$ cat src/rtl/ro_freq_meter.sv
// Ring-oscillator frequency meter: counts rising edges of one synchronised tap over a gate window.
// Edge pulse lags the tap by 3 cycles; done/result appear the cycle after the last gate cycle.
module ro_freq_meter #(
    parameter int CNT_W         = 24,
    parameter int GATE_W        = 20,
    parameter int SETTLE_CYCLES = 16
) (
    input  logic              wb_clk_i,
    input  logic              wb_rst_i,
    input  logic              meas_start,
    input  logic              meas_abort,
    input  logic [2:0]        ch_sel,
    input  logic [GATE_W-1:0] gate_len,
    input  logic [4:0]        ro_in,
    output logic              ro_start,
    output logic              busy,
    output logic              done,
    output logic [CNT_W-1:0]  result,
    output logic              result_valid,
    output logic              overflow,
    output logic              sel_err
);
    localparam int SET_W = (SETTLE_CYCLES > 1) ? $clog2(SETTLE_CYCLES) : 1;
    localparam logic [SET_W-1:0] SET_LAST = SET_W'(SETTLE_CYCLES - 1);
    localparam logic [CNT_W-1:0] CNT_MAX  = '1;

    typedef enum logic [1:0] {IDLE, SETTLE, GATE, DONE} state_t;

    state_t state_q, state_d;

    logic [4:0]        sync1_q, sync2_q, sync3_q, edge_q;
    logic [2:0]        ch_q, ch_d;
    logic [GATE_W-1:0] len_q, len_d;
    logic [SET_W-1:0]  settle_q, settle_d;
    logic [GATE_W-1:0] gcnt_q, gcnt_d;
    logic [CNT_W-1:0]  cnt_q, cnt_d, cnt_next;
    logic              ovf_int_q, ovf_int_d, ovf_next;
    logic              ro_start_q, ro_start_d;
    logic              done_q, done_d;
    logic [CNT_W-1:0]  result_q, result_d;
    logic              valid_q, valid_d;
    logic              overflow_q, overflow_d;
    logic              sel_err_q, sel_err_d;
    logic [4:0]        ch_mask;
    logic              edge_sel;

    // Two-flop synchroniser per tap, then a registered rising-edge detect.
    always_ff @(posedge wb_clk_i or posedge wb_rst_i) begin
        if (wb_rst_i) begin
            sync1_q <= '0;
            sync2_q <= '0;
            sync3_q <= '0;
            edge_q  <= '0;
        end else begin
            sync1_q <= ro_in;
            sync2_q <= sync1_q;
            sync3_q <= sync2_q;
            edge_q  <= sync2_q & ~sync3_q;
        end
    end

    always_ff @(posedge wb_clk_i or posedge wb_rst_i) begin
        if (wb_rst_i) begin
            state_q    <= IDLE;
            ch_q       <= '0;
            len_q      <= '0;
            settle_q   <= '0;
            gcnt_q     <= '0;
            cnt_q      <= '0;
            ovf_int_q  <= 1'b0;
            ro_start_q <= 1'b0;
            done_q     <= 1'b0;
            result_q   <= '0;
            valid_q    <= 1'b0;
            overflow_q <= 1'b0;
            sel_err_q  <= 1'b0;
        end else begin
            state_q    <= state_d;
            ch_q       <= ch_d;
            len_q      <= len_d;
            settle_q   <= settle_d;
            gcnt_q     <= gcnt_d;
            cnt_q      <= cnt_d;
            ovf_int_q  <= ovf_int_d;
            ro_start_q <= ro_start_d;
            done_q     <= done_d;
            result_q   <= result_d;
            valid_q    <= valid_d;
            overflow_q <= overflow_d;
            sel_err_q  <= sel_err_d;
        end
    end

    always_comb begin
        ch_mask  = 5'd1 << ch_q;
        edge_sel = |(edge_q & ch_mask);
        cnt_next = cnt_q;
        ovf_next = ovf_int_q;
        if (edge_sel) begin
            if (cnt_q == CNT_MAX) begin
                ovf_next = 1'b1;
            end else begin
                cnt_next = cnt_q + CNT_W'(1);
            end
        end
    end

    always_comb begin
        state_d    = state_q;
        ch_d       = ch_q;
        len_d      = len_q;
        settle_d   = settle_q;
        gcnt_d     = gcnt_q;
        cnt_d      = cnt_q;
        ovf_int_d  = ovf_int_q;
        ro_start_d = 1'b0;
        done_d     = 1'b0;
        result_d   = result_q;
        valid_d    = valid_q;
        overflow_d = overflow_q;
        sel_err_d  = sel_err_q;

        case (state_q)
            IDLE: begin
                if (meas_start) begin
                    valid_d    = 1'b0;
                    overflow_d = 1'b0;
                    if (ch_sel <= 3'd4) begin
                        state_d    = SETTLE;
                        ch_d       = ch_sel;
                        len_d      = gate_len;
                        settle_d   = '0;
                        cnt_d      = '0;
                        ovf_int_d  = 1'b0;
                        ro_start_d = 1'b1;
                        sel_err_d  = 1'b0;
                    end else begin
                        state_d   = DONE;
                        sel_err_d = 1'b1;
                        result_d  = '0;
                        done_d    = 1'b1;
                    end
                end
            end
            SETTLE: begin
                ro_start_d = 1'b1;
                settle_d   = settle_q + SET_W'(1);
                if (settle_q == SET_LAST) begin
                    if (len_q == '0) begin
                        state_d    = DONE;
                        ro_start_d = 1'b0;
                        result_d   = '0;
                        valid_d    = 1'b1;
                        overflow_d = 1'b0;
                        done_d     = 1'b1;
                    end else begin
                        state_d = GATE;
                        gcnt_d  = '0;
                    end
                end
            end
            GATE: begin
                ro_start_d = 1'b1;
                cnt_d      = cnt_next;
                ovf_int_d  = ovf_next;
                gcnt_d     = gcnt_q + GATE_W'(1);
                // The final gate cycle's edge is folded straight into the result.
                if (gcnt_q == len_q - GATE_W'(1)) begin
                    state_d    = DONE;
                    ro_start_d = 1'b0;
                    result_d   = cnt_next;
                    overflow_d = ovf_next;
                    valid_d    = 1'b1;
                    done_d     = 1'b1;
                end
            end
            DONE: begin
                state_d   = IDLE;
                cnt_d     = '0;
                ovf_int_d = 1'b0;
            end
            default: state_d = IDLE;
        endcase

        // Abort overrides any transition; outputs keep the values cleared at start.
        if (state_q != IDLE && meas_abort) begin
            state_d    = IDLE;
            ro_start_d = 1'b0;
            done_d     = 1'b0;
            cnt_d      = '0;
            ovf_int_d  = 1'b0;
            result_d   = result_q;
            valid_d    = valid_q;
            overflow_d = overflow_q;
            sel_err_d  = sel_err_q;
        end
    end

    assign ro_start     = ro_start_q;
    assign busy         = (state_q != IDLE);
    assign done         = done_q;
    assign result       = result_q;
    assign result_valid = valid_q;
    assign overflow     = overflow_q;
    assign sel_err      = sel_err_q;

endmodule

$ cat config.mk
export PLATFORM = sky130hd
export DESIGN_NAME = ro_freq_meter
export DESIGN_NICKNAME = d
export VERILOG_FILES = /design/src/rtl/ro_freq_meter.sv
export SDC_FILE = /design/constraint.sdc
export NUM_CORES = 1
export LEC_CHECK = 0
export CORE_UTILIZATION = 35
export CTS_BUF_LIST = sky130_fd_sc_hd__clkbuf_2
export DETAILED_ROUTE_END_ITERATION = 10
export SLEW_MARGIN = 20
export SYNTH_ARGS = -nofsm -noshare
export SYNTH_HDL_FRONTEND = slang
export SYNTH_SLANG_ARGS = --single-unit
$ cat constraint.sdc
create_clock -name wb_clk_i -period 12.78 [get_ports wb_clk_i]
set_clock_uncertainty 0.15 [all_clocks]
set_input_delay 1.917 -clock wb_clk_i [delete_from_list [all_inputs] [get_ports wb_clk_i]]
set_output_delay 1.917 -clock wb_clk_i [all_outputs]
set_load 0.02 [all_outputs]
Word-level counts from Yosys, hierarchy flattened
Cells that the tools add are included.
{"block": "op_classes", "addsub": 4, "muxes": 54, "n_reduce_logical": 17, "mul": 0, "div": 0, "n_eq_ne": 17, "shifts": 1, "bitwise": 4, "order_cmp": 1}
{"op": "$mux 24", "count": 10}
{"op": "$pmux 24 s3", "count": 2}
{"op": "$mux 20", "count": 2}
{"op": "$pmux 20 s2", "count": 1}
{"op": "$mux 1", "count": 25}
{"op": "$add 24x1->24 const B", "count": 1}
{"op": "$eq 24x24->1 const B", "count": 1}
{"op": "$add 20x1->20 const B", "count": 1}
{"op": "$eq 20x20->1", "count": 1}
{"op": "$logic_not 20->1", "count": 1}
{"op": "$sub 20x1->20 const B", "count": 1}
{"op": "$reduce_and 3->1", "count": 6}
{"op": "$pmux 1 s3", "count": 5}
{"op": "$ne 2x2->1 const B", "count": 7}
{"op": "$ne 3x3->1 const B", "count": 4}
{"op": "$and 5x5->5", "count": 2}
{"op": "$mux 2", "count": 5}
{"op": "$mux 4", "count": 2}
{"op": "$pmux 2 s4", "count": 1}
{"op": "$pmux 4 s2", "count": 1}
{"op": "$reduce_and 7->1", "count": 1}
{"op": "$reduce_and 6->1", "count": 1}
{"op": "$reduce_bool 2->1", "count": 3}
{"op": "$not 5->5", "count": 1}
{"op": "12 further kinds", "count": 13}
{"block": "word_totals", "ram_bits": 0, "latch_bits": 0, "reg_bits": 123, "wordCells": 115, "n_memories": 0, "mem_bits_ro": 0}

Depth between registers and ports, before layout
Gate-level depths: netlist of run 1.
{"block": "depth", "ltp_word": 6, "mapped_depth": 12, "ltp_nobuf": 9}

Worst setup path after synthesis of run 1
Ideal clock, no wire load.
{"block": "synth_timing", "path_kind": "input -> register", "start": "input port ch_sel[0]", "end": "register result_q[10] (netlist: result[10])", "required_ns": 12.543, "arrival_ns": 3.399, "path_slack_ns": 9.145, "path_buffers": 2, "path_stages": 8, "setup_ns": 0.087, "cell_sequence": "o21ai_0 -> o21ai_0 -> and2_1 -> nand2_1 -> clkbuf_1 -> clkbuf_1 -> nand2_1 -> o211ai_1"}
{"block": "synth_between", "elab_chain_cells": 3}
{"item": "start, declared", "line": "12", "source": "input logic [2:0] ch_sel,"}
{"item": "$le 3x3->1", "line": "128", "source": "if (ch_sel <= 3'd4) begin"}
{"item": "$ne 2x2->1 (no line)"}
{"item": "$reduce_and 7->1 (no line)"}
{"item": "end signal, assigned", "line": "87", "source": "result_q <= result_d;"}
{"item": "end, declared", "line": "40", "source": "logic [CNT_W-1:0] result_q, result_d;"}
Every way passes these cells.
A chain may end at the register's enable or synchronous reset.

Final worst setup path of run 1
{"block": "layout_timing", "start": "register state_q[0]", "end": "output port busy"}
{"block": "layout_between", "elab_chain_cells": 1}
{"item": "start, declared", "line": "29", "source": "state_t state_q, state_d;"}
{"item": "start signal, assigned", "line": "78", "source": "state_q <= state_d;"}
{"item": "$reduce_bool 2->1", "line": "200", "source": "assign busy = (state_q != IDLE);"}
{"item": "end, declared", "line": "16", "source": "output logic busy,"}
Every way passes these cells.

==> impl_metrics.csv, run 1 <==
group,metric,value,unit
outcome,status,"finished, final reports clean",
layout,syn_to_final_growth,15.36,%
grt,grt_pass1_wl,29.73,mm
yosys,async_flop_share,100.0,%
sta,worstMarginPinSlew,988.9,ps
layout,finalNetCount,882,
pwr,p_leak,3.381,nW
yosys,netlist.area_leader.share,43.54,%
job,maxCapViolations,0,
sta,finalHoldViolations,0,
layout,drive_gt1_share,6.550,%
yosys,synthCells,795,
die,core,19650,um^2
sta,final_max_slew_viol_count,0,
clock_tree,clock_latency,700,ps
placement,placed_area,7893,um^2
clock_tree,path_clk_slew,210,ps
pwr,finalPower,0.001561,W
layout,final_cell_mix,"nand2_1, dfrtp_1, clkdlybuf4s50_1",
sta,rsz0062_at_grt,"no",
yosys,yosysSeqAreaShare,43.54,%
placement,placedCellCount,1088,
yosys,yosysUniqueCellTypes,73,
route,vias_per_cell,5.466,
yosys,yosys_warnings,0,
setup_path,arrival,2620,ps
grt,track_usage,18.48,%
clock_tree,clkSinkCount,123,
layout,fill_cells,1983,
setup_path,worstSetupEndpointType,"primary output",
sta,min_period,4682,ps
layout,finalInstanceArea,8155,um^2
route,num_vias,6127,
yosys,syn_area_per_cell,8.892,um^2
layout,final_common_cell,"nand2_1",
yosys,netlist_area,7069,um^2
yosys,ys.flop_type,"dfrtp_1",
clock_tree,cts_root_buffer,"clkbuf_2",
route,antenna_left,0,
clock_tree,cts_buffers,17,
die,ios,62,
grt,antenna_found_initial,1,
die,row_count,51,
layout,finalNonFillerCells,1121,
setup_path,critPathRequiredTime,10710,ps
sta,tns,0,ps
placement,port_buffers,61,
route,drtPass1Iterations,5,
sta,maxSlewHeadroom,34.01,%
grt,overflow,0,
layout,multi_input_area,3769,um^2
setup_path,path_max_fanout,11,
yosys,syn_nets,835,
route,drt-initial-drc-count,538,
clock_tree,clock_path_buffers,2,
die,fp.dieArea,20770,um^2
clock_tree,cts_tree,"built",
setup_path,timing_worst_setup_path_type,"flop to primary output",
yosys,yosysTopAreaCell,"dfrtp_1",
layout,regArea,3078,um^2
sta,setup_viol,0,
setup_path,startpoint_type,"flop",
clock_tree,cts_resized,0,
route,post_drt_wl_per_cell,16.05,um
die,die-height,144.1,um
clock_tree,htreeDepth,4,
placement,hpwl,12.56,mm
clock_tree,post_cts_buffers,0,
pwr,pwr_density_cell,191.4,nW/um^2
die,die_w,144.1,um
yosys,synth_area_leaders,"dfrtp_1, nand2_1, nand4_1",
yosys,ys_ff_latch,123,
pwr,peakVddDrop,95.64,uV
grt,grt_max_degree,74,
placement,place.gp.congestion,0.8049,
worst_hold_path,hold_path_class,"flop to flop",
grt,grt_pass1_vias,5656,
sta,post-route-period-util,36.64,%
route,wirelength,18.00,mm
die,start_util,35.97,%
clock_tree,hold_buffers,0,
sta,fmax,0.2136,GHz
yosys,synth_edf_count,0,
route,drc,0,
critical path, stage by stage, from the launching register on:
cell and delay (ps):
dfrtp_1 550, inv_1 110, ha_1 340, inv_1 240, clkdlybuf4s50_1 670
kinds of logic (layout without fill, tap and decap cells):
| family | Yosys count | in the layout | share of synthesized area (%) |
|---|---|---|---|
| fa+ha+maj | 8 | 8 | 1.416 |
| xor+xnor | 58 | 58 | 7.575 |
| mux | 11 | 11 | 1.628 |
| simple gates | 390 | 390 | 27.96 |
| compound gates | 149 | 149 | 14.57 |
| buf+inv | 56 | 116 | 3.310 |
| other cells | 0 | 1 | 0 |
| flops | 123 | 123 | 43.54 |
Yosys cell counts (all sizes together) (4+ instances only):
library cell  count
nand2           160
dfrtp           123
nor2             48
nand4            43
o21ai            40
nand3            33
xnor2            28
xor2             28
clkbuf           26
nor3             24
o211ai           22
a21oi            21
inv              19
nor2b            12
buf              11
nor4             11
o31ai            11
and2             10
and3              9
or3               9
ha                8
mux2i             7
a22o              6
a22oi             5
a31oi             5
and4              4
mux2              4
nand2b            4
nor4b             4
or4               4
layout make-up:
cell class,instances,share of cell area (%)
Clock buffer,18,1.105
Timing Repair Buffer,65,7.855
Sequential cell,123,37.74
Clock inverter,14,2.087
Inverter,19,0.9052
Multi-Input combinational cell,616,46.21
Antenna cell,1,0.03068
Tap cell,265,4.066
sequential cells by signal (all words and copies together), names as in the netlist, 3 cells and up:
name and count:
result 24, sync3_q 5, edge_q 5, settle_q 4, ch_q 3, cnt_q 24
gcnt_q 20, sync2_q 5, len_q 20, sync1_q 5
routing by layer:
metal  global-route usage [%]  vias up  part of all wire (%)  wire [um]
met5                        0        -                     0          0
met1                    26.83     2984                    50       8920
met2                    27.51      175                    44       7964
li1                         -     2953                     -          -
met3                    4.007       15                   5.1        912
met4                    4.871        0                   1.1        199
stage by stage:
step                      util [%]  setup slack (ps)  hold slack (ps)
final                        41.49              8098            223.0
after global routing         41.49              7925            236.7
after CTS                    41.48              8036            227.0
after detailed placement     40.16              7781            185.5
after global placement       40.15              7531            182.0
after floorplan                  -              7442            181.2
power breakdown:
part	switching, W	internal [W]
logic	0.000434	0.000275
clock network	0.000158	0.000110
registers	0.000112	0.000471
worst paths after layout:
| kind | endpoint | cells after the start | startpoint | slack [ps] |
|---|---|---|---|---|
| max | busy | 4 | state_q[0]$_DFFE_PP0P_ | 8100 |
| min | sync2_q[3]$_DFF_PP0_ | 0 | sync1_q[3]$_DFF_PP0_ | 220 |
| max reg2reg | result[17]$_DFFE_PP0P_ | 7 | len_q[3]$_DFFE_PP0P_ | 8710 |
| min reg2reg | sync2_q[3]$_DFF_PP0_ | 0 | sync1_q[3]$_DFF_PP0_ | 220 |
| max in group asynchronous | result[2]$_DFFE_PP0P_ | 3 | wb_rst_i | 9560 |
| min in group asynchronous | len_q[13]$_DFFE_PP0P_ | 2 | wb_rst_i | 1480 |
No activity file was read; power rests on OpenSTA's default activity.
==> inputs of run 2 (changes only) <==
==> constraint.sdc (replaced) <==
create_clock -name wb_clk_i -period 4.3 [get_ports wb_clk_i]
set_clock_uncertainty 0.15 [all_clocks]
set_input_delay 0.645 -clock wb_clk_i [delete_from_list [all_inputs] [get_ports wb_clk_i]]
set_output_delay 0.645 -clock wb_clk_i [all_outputs]
set_load 0.02 [all_outputs]
==> impl_metrics.csv, run 2 (synthesized netlist as in run 1, its figures left out) <==
group,metric,value,unit
pwr,p_int,0.002641,W
route,vias_per_cell,5.380,
die,fp.dieArea,20770,um^2
pwr,peakVddDrop,221.7,uV
clock_tree,cts_buffers,17,
die,die_w,144.1,um
placement,port_buffers,61,
clock_tree,htreeDepth,4,
worst_hold_path,hold_path_class,"input pin to asynchronous set/reset pin",
grt,grt_pass1_vias,5793,
clock_tree,clock_path_buffers,2,
die,ios,62,
clock_tree,clkSinkCount,123,
pwr,p_sw,0.002111,W
layout,finalNetCount,893,
setup_path,path_max_fanout,15,
route,post_drt_wl_per_cell,16.14,um
layout,final_common_cell,"nand2_1",
die,core,19650,um^2
pwr,p_comb_share,45.2,%
placement,placed_area,7973,um^2
route,drtPass1Iterations,5,
sta,post-route-period-util,86.78,%
setup_path,critPathRequiredTime,4700,ps
route,drt-initial-drc-count,476,
pwr,clkPwrFrac,18.3,%
clock_tree,clock_latency,710,ps
grt,track_usage,18.86,%
layout,final_cell_mix,"nand2_1, dfrtp_1, clkdlybuf4s50_1",
layout,drive_gt1_share,7.737,%
outcome,status,"finished, final reports clean",
grt,overflow,0,
setup_path,arrival,4130,ps
layout,finalInstanceArea,8262,um^2
sta,min_period,3732,ps
setup_path,worstSetupEndpointType,"flop",
setup_path,startpoint_type,"flop",
die,row_count,51,
die,start_util,35.97,%
route,wirelength,18.27,mm
sta,worstMarginPinSlew,981.1,ps
die,die-height,144.1,um
setup_path,timing_worst_setup_path_type,"flop to flop",
pwr,p_leak,3.461,nW
sta,fmax,0.2680,GHz
pwr,p_seq_share,36.5,%
layout,syn_to_final_growth,16.87,%
job,maxCapViolations,0,
clock_tree,cts_resized,0,
route,antenna_left,0,
grt,grt_pass1_wl,30.27,mm
sta,setup_viol,0,
clock_tree,cts_root_buffer,"clkbuf_2",
placement,place.gp.congestion,0.8444,
clock_tree,hold_buffers,0,
layout,final_util,42.04,%
sta,finalHoldViolations,0,
grt,antenna_found_initial,2,
sta,rsz0062_at_grt,"no",
pwr,pwr_density_cell,575.1,nW/um^2
pwr,finalPower,0.004752,W
sta,final_max_slew_viol_count,0,
clock_tree,path_clk_slew,210,ps
pwr,power.share.switching,44.42,%
placement,hpwl,13.17,mm
sta,maxSlewHeadroom,34.09,%
route,num_vias,6090,
clock_tree,cts_tree,"built",
route,drc,0,
grt,grt_max_degree,47,
clock_tree,post_cts_buffers,0,
sta,tns,0,ps
-- run 2: metal layers --
layer  global-route usage [%]  wire [um]  up-vias
met5                        0         12        -
met4                    6.103        229        2
met3                    3.974        785       22
met2                    28.25       8175      133
met1                    26.92       9064     2947
li1                         -          -     2986
-- run 2: power groups by stage --
stage / registers [W] / clock network (W) / logic, W
after floorplan: 0.00177 / 0 / 0.00142
after global placement: 0.00175 / 0 / 0.00212
after detailed placement: 0.00176 / 0 / 0.00214
after CTS: 0.00174 / 0.000897 / 0.00215
after global routing: 0.00178 / 0.000947 / 0.00239
final: 0.00173 / 0.000869 / 0.00215
-- run 2: final timing paths --
path / start / to / slack, ps / cells past startpoint
hold reg to reg: sync1_q[3]$_DFF_PP0_ / sync2_q[3]$_DFF_PP0_ / 220 / 0
hold / removal: wb_rst_i / gcnt_q[13]$_DFFE_PP0P_ / 160 / 2
max in group asynchronous: wb_rst_i / result[12]$_DFFE_PP0P_ / 2900 / 3
setup / recovery: len_q[0]$_DFFE_PP0P_ / result[17]$_DFFE_PP0P_ / 570 / 10
min in group wb_clk_i: ro_in[1] / sync1_q[1]$_DFF_PP0_ / 200 / 1
setup reg to reg: len_q[0]$_DFFE_PP0P_ / result[17]$_DFFE_PP0P_ / 570 / 10
-- run 2: through the flow --
stage	hold slack, ps	cells	setup slack, ps
5_1_grt	97.93	1132	337.5
4_1_cts	128.0	1131	594.2
3_3_place_gp	183.7	1099	769.5
6_report	162.9	1132	568.3
3_5_place_dp	184.7	1099	646.1
2_1_floorplan	181.2	795	234.1
-- run 2: worst max-delay path, stage by stage, from the launching register on --
cell and delay (ps):
dfrtp_1 470, inv_1 90, ha_1 390, nor2b_1 220, or3_1 350, a31o_2 240, nor4_2 540, and4_1 280
buf_4 200, and2_1 470, o211ai_1 180
-- run 2: cell type report --
cell class	count	area, um^2
Clock inverter	14	196.4
Clock buffer	18	90.09
Sequential cell	123	3078
Inverter	19	73.82
Tap cell	265	331.6
Antenna cell	1	2.502
Multi-Input combinational cell	616	3766
Fill cell	2024	11390
Timing Repair Buffer	76	723.2
==> inputs of run 3 (changes only) <==
--- a/config.mk
+++ b/config.mk
@@ -5,9 +5,13 @@
 export SDC_FILE = /design/constraint.sdc
 export NUM_CORES = 1
 export LEC_CHECK = 0
+export CELL_PAD_IN_SITES_DETAIL_PLACEMENT = 0
+export CELL_PAD_IN_SITES_GLOBAL_PLACEMENT = 1
+export CORE_MARGIN = 1
 export CORE_UTILIZATION = 35
 export CTS_BUF_LIST = sky130_fd_sc_hd__clkbuf_2
 export DETAILED_ROUTE_END_ITERATION = 10
+export PLACE_DENSITY_LB_ADDON = 0.1
 export SLEW_MARGIN = 20
 export SYNTH_ARGS = -nofsm -noshare
 export SYNTH_HDL_FRONTEND = slang
==> impl_metrics.csv, run 3 (synthesized netlist as in run 1, its figures left out) <==
group,metric,value,unit
outcome,status,"finished, final reports clean",
setup_path,critical_path_buf_inv_count,1,
layout,final_cell_mix,"nand2_1, dfrtp_1, clkdlybuf4s50_1",
placement,port_buffers,61,
placement,hpwl,14.00,mm
sta,rsz0062_at_grt,"no",
setup_path,path_cells,"inv_1 > ha_1 > nor2b_1 > or3_1 > a31o_2 > nor4_2 > and4_1 > and2_1 > o211ai_1",
clock_tree,cts_root_buffer,"clkbuf_2",
sta,tns,0,ps
grt,grt_pass1_wl,32.04,mm
clock_tree,clock_path_buffers,2,
clock_tree,cts_buffers,17,
route,vias_per_cell,5.457,
sta,worstMarginPinSlew,1019,ps
pwr,p_leak,3.450,nW
grt,antenna_found_initial,1,
sta,fmax,0.2636,GHz
pwr,p_seq_share,36.0,%
job,maxCapViolations,0,
pwr,clkPwrFrac,18.3,%
die,core,19650,um^2
clock_tree,clock_latency,710,ps
grt,overflow,0,
worst_hold_path,hold_path_class,"input pin to flop",
route,drt-initial-drc-count,353,
clock_tree,post_cts_buffers,0,
clock_tree,path_clk_slew,230,ps
layout,drive_gt1_share,7.639,%
clock_tree,cts_resized,0,
setup_path,crit_family,"simple AND/OR/NAND/NOR gates",
setup_path,arrival,4240,ps
grt,grt_pass1_vias,5946,
setup_path,worstSetupEndpointType,"flop",
layout,final_common_cell,"nand2_1",
pwr,p_comb_share,45.7,%
layout,finalInstanceArea,8265,um^2
pwr,power.share.switching,45.75,%
die,die_w,144.1,um
setup_path,startpoint_type,"flop",
sta,post-route-period-util,88.22,%
sta,final_max_slew_viol_count,0,
pwr,pwr_density_cell,582.2,nW/um^2
route,drc,0,
grt,track_usage,20.24,%
die,fp.dieArea,20770,um^2
clock_tree,htreeDepth,4,
layout,finalNetCount,891,
setup_path,critPathRequiredTime,4750,ps
clock_tree,clkSinkCount,123,
sta,min_period,3793,ps
route,antenna_left,0,
sta,maxSlewHeadroom,31.57,%
die,start_util,35.97,%
pwr,peakVddDrop,297.7,uV
die,ios,62,
sta,finalHoldViolations,0,
pwr,p_sw,0.002202,W
grt,grt_max_degree,66,
clock_tree,hold_buffers,0,
route,num_vias,6166,
die,row_count,51,
die,die-height,144.1,um
placement,placed_area,7979,um^2
pwr,p_int,0.002611,W
route,wirelength,19.85,mm
clock_tree,cts_tree,"built",
route,drtPass1Iterations,5,
setup_path,path_max_fanout,15,
route,post_drt_wl_per_cell,17.57,um
layout,syn_to_final_growth,16.92,%
placement,place.gp.congestion,0.8345,
setup_path,critical-path-slowest-cell,"and4_1",
setup_path,timing_worst_setup_path_type,"flop to flop",
sta,setup_viol,0,
setup_path,crit_path_max_incr_delay,590,ps
## run 3: changes by cell type in the layout (fill, tap and decap cells not counted), moves of 3 or more
cell	before	now
inv_8	0	3
inv_6	1	5
buf_4	15	12
clkinv_4	5	1
## run 3: layer usage
layer  wire (um)  GRT usage, %  vias to the layer above
li1            -             -                     2983
met1        9778         28.50                     2991
met2        8818         31.05                      174
met3        1017         4.636                       18
met4         238         5.263                        0
met5           0             0                        -
## run 3: stage by stage
stage | total power [W] | util, % | setup slack [ps] | instances | hold WS (ps)
final | 0.004812 | 42.06 | 506.7 | 1130 | 204.0
after global placement | 0.003911 | 40.60 | 658.9 | 1097 | 181.7
after CTS | 0.004856 | 42.04 | 499.0 | 1129 | 131.3
after detailed placement | 0.003959 | 40.60 | 517.1 | 1097 | 187.2
after global routing | 0.005189 | 42.06 | 106.3 | 1130 | 102.9
after floorplan | 0.003194 | - | 234.1 | 795 | 181.2
## run 3: area by class of cell
cell class	instances	area (um^2)
clock buffers	17	85.08
repair buffers	74	720.7
inverters	19	73.82
well taps	265	331.6
fillers	1984	11390
flip-flops and latches	123	3078
clock inverters	15	198.9
diodes	1	2.502
multi-input cells	616	3775
## run 3: worst paths after layout
path	slack, ps	depth (start not counted)	start	to
worst max-delay path	510	9	len_q[0]$_DFFE_PP0P_	result[13]$_DFFE_PP0P_
worst min-delay path	200	1	ro_in[2]	sync1_q[2]$_DFF_PP0_
worst max register to register	510	9	len_q[0]$_DFFE_PP0P_	result[13]$_DFFE_PP0P_
worst min register to register	220	0	sync1_q[2]$_DFF_PP0_	sync2_q[2]$_DFF_PP0_
max in group asynchronous	2920	3	wb_rst_i	result[0]$_DFFE_PP0P_
min in group asynchronous	250	2	wb_rst_i	settle_q[2]$_DFFE_PP0P_
## run 3: power groups by stage
| stage | Sequential, W | Combinational (W) | Clock (W) |
|---|---|---|---|
| global route | 0.00178 | 0.00244 | 0.000966 |
| floorplan | 0.00177 | 0.00142 | 0 |
| CTS | 0.00174 | 0.00221 | 0.000914 |
| finish | 0.00173 | 0.00220 | 0.000881 |
| detailed placement | 0.00176 | 0.00220 | 0 |
| global placement | 0.00175 | 0.00216 | 0 |
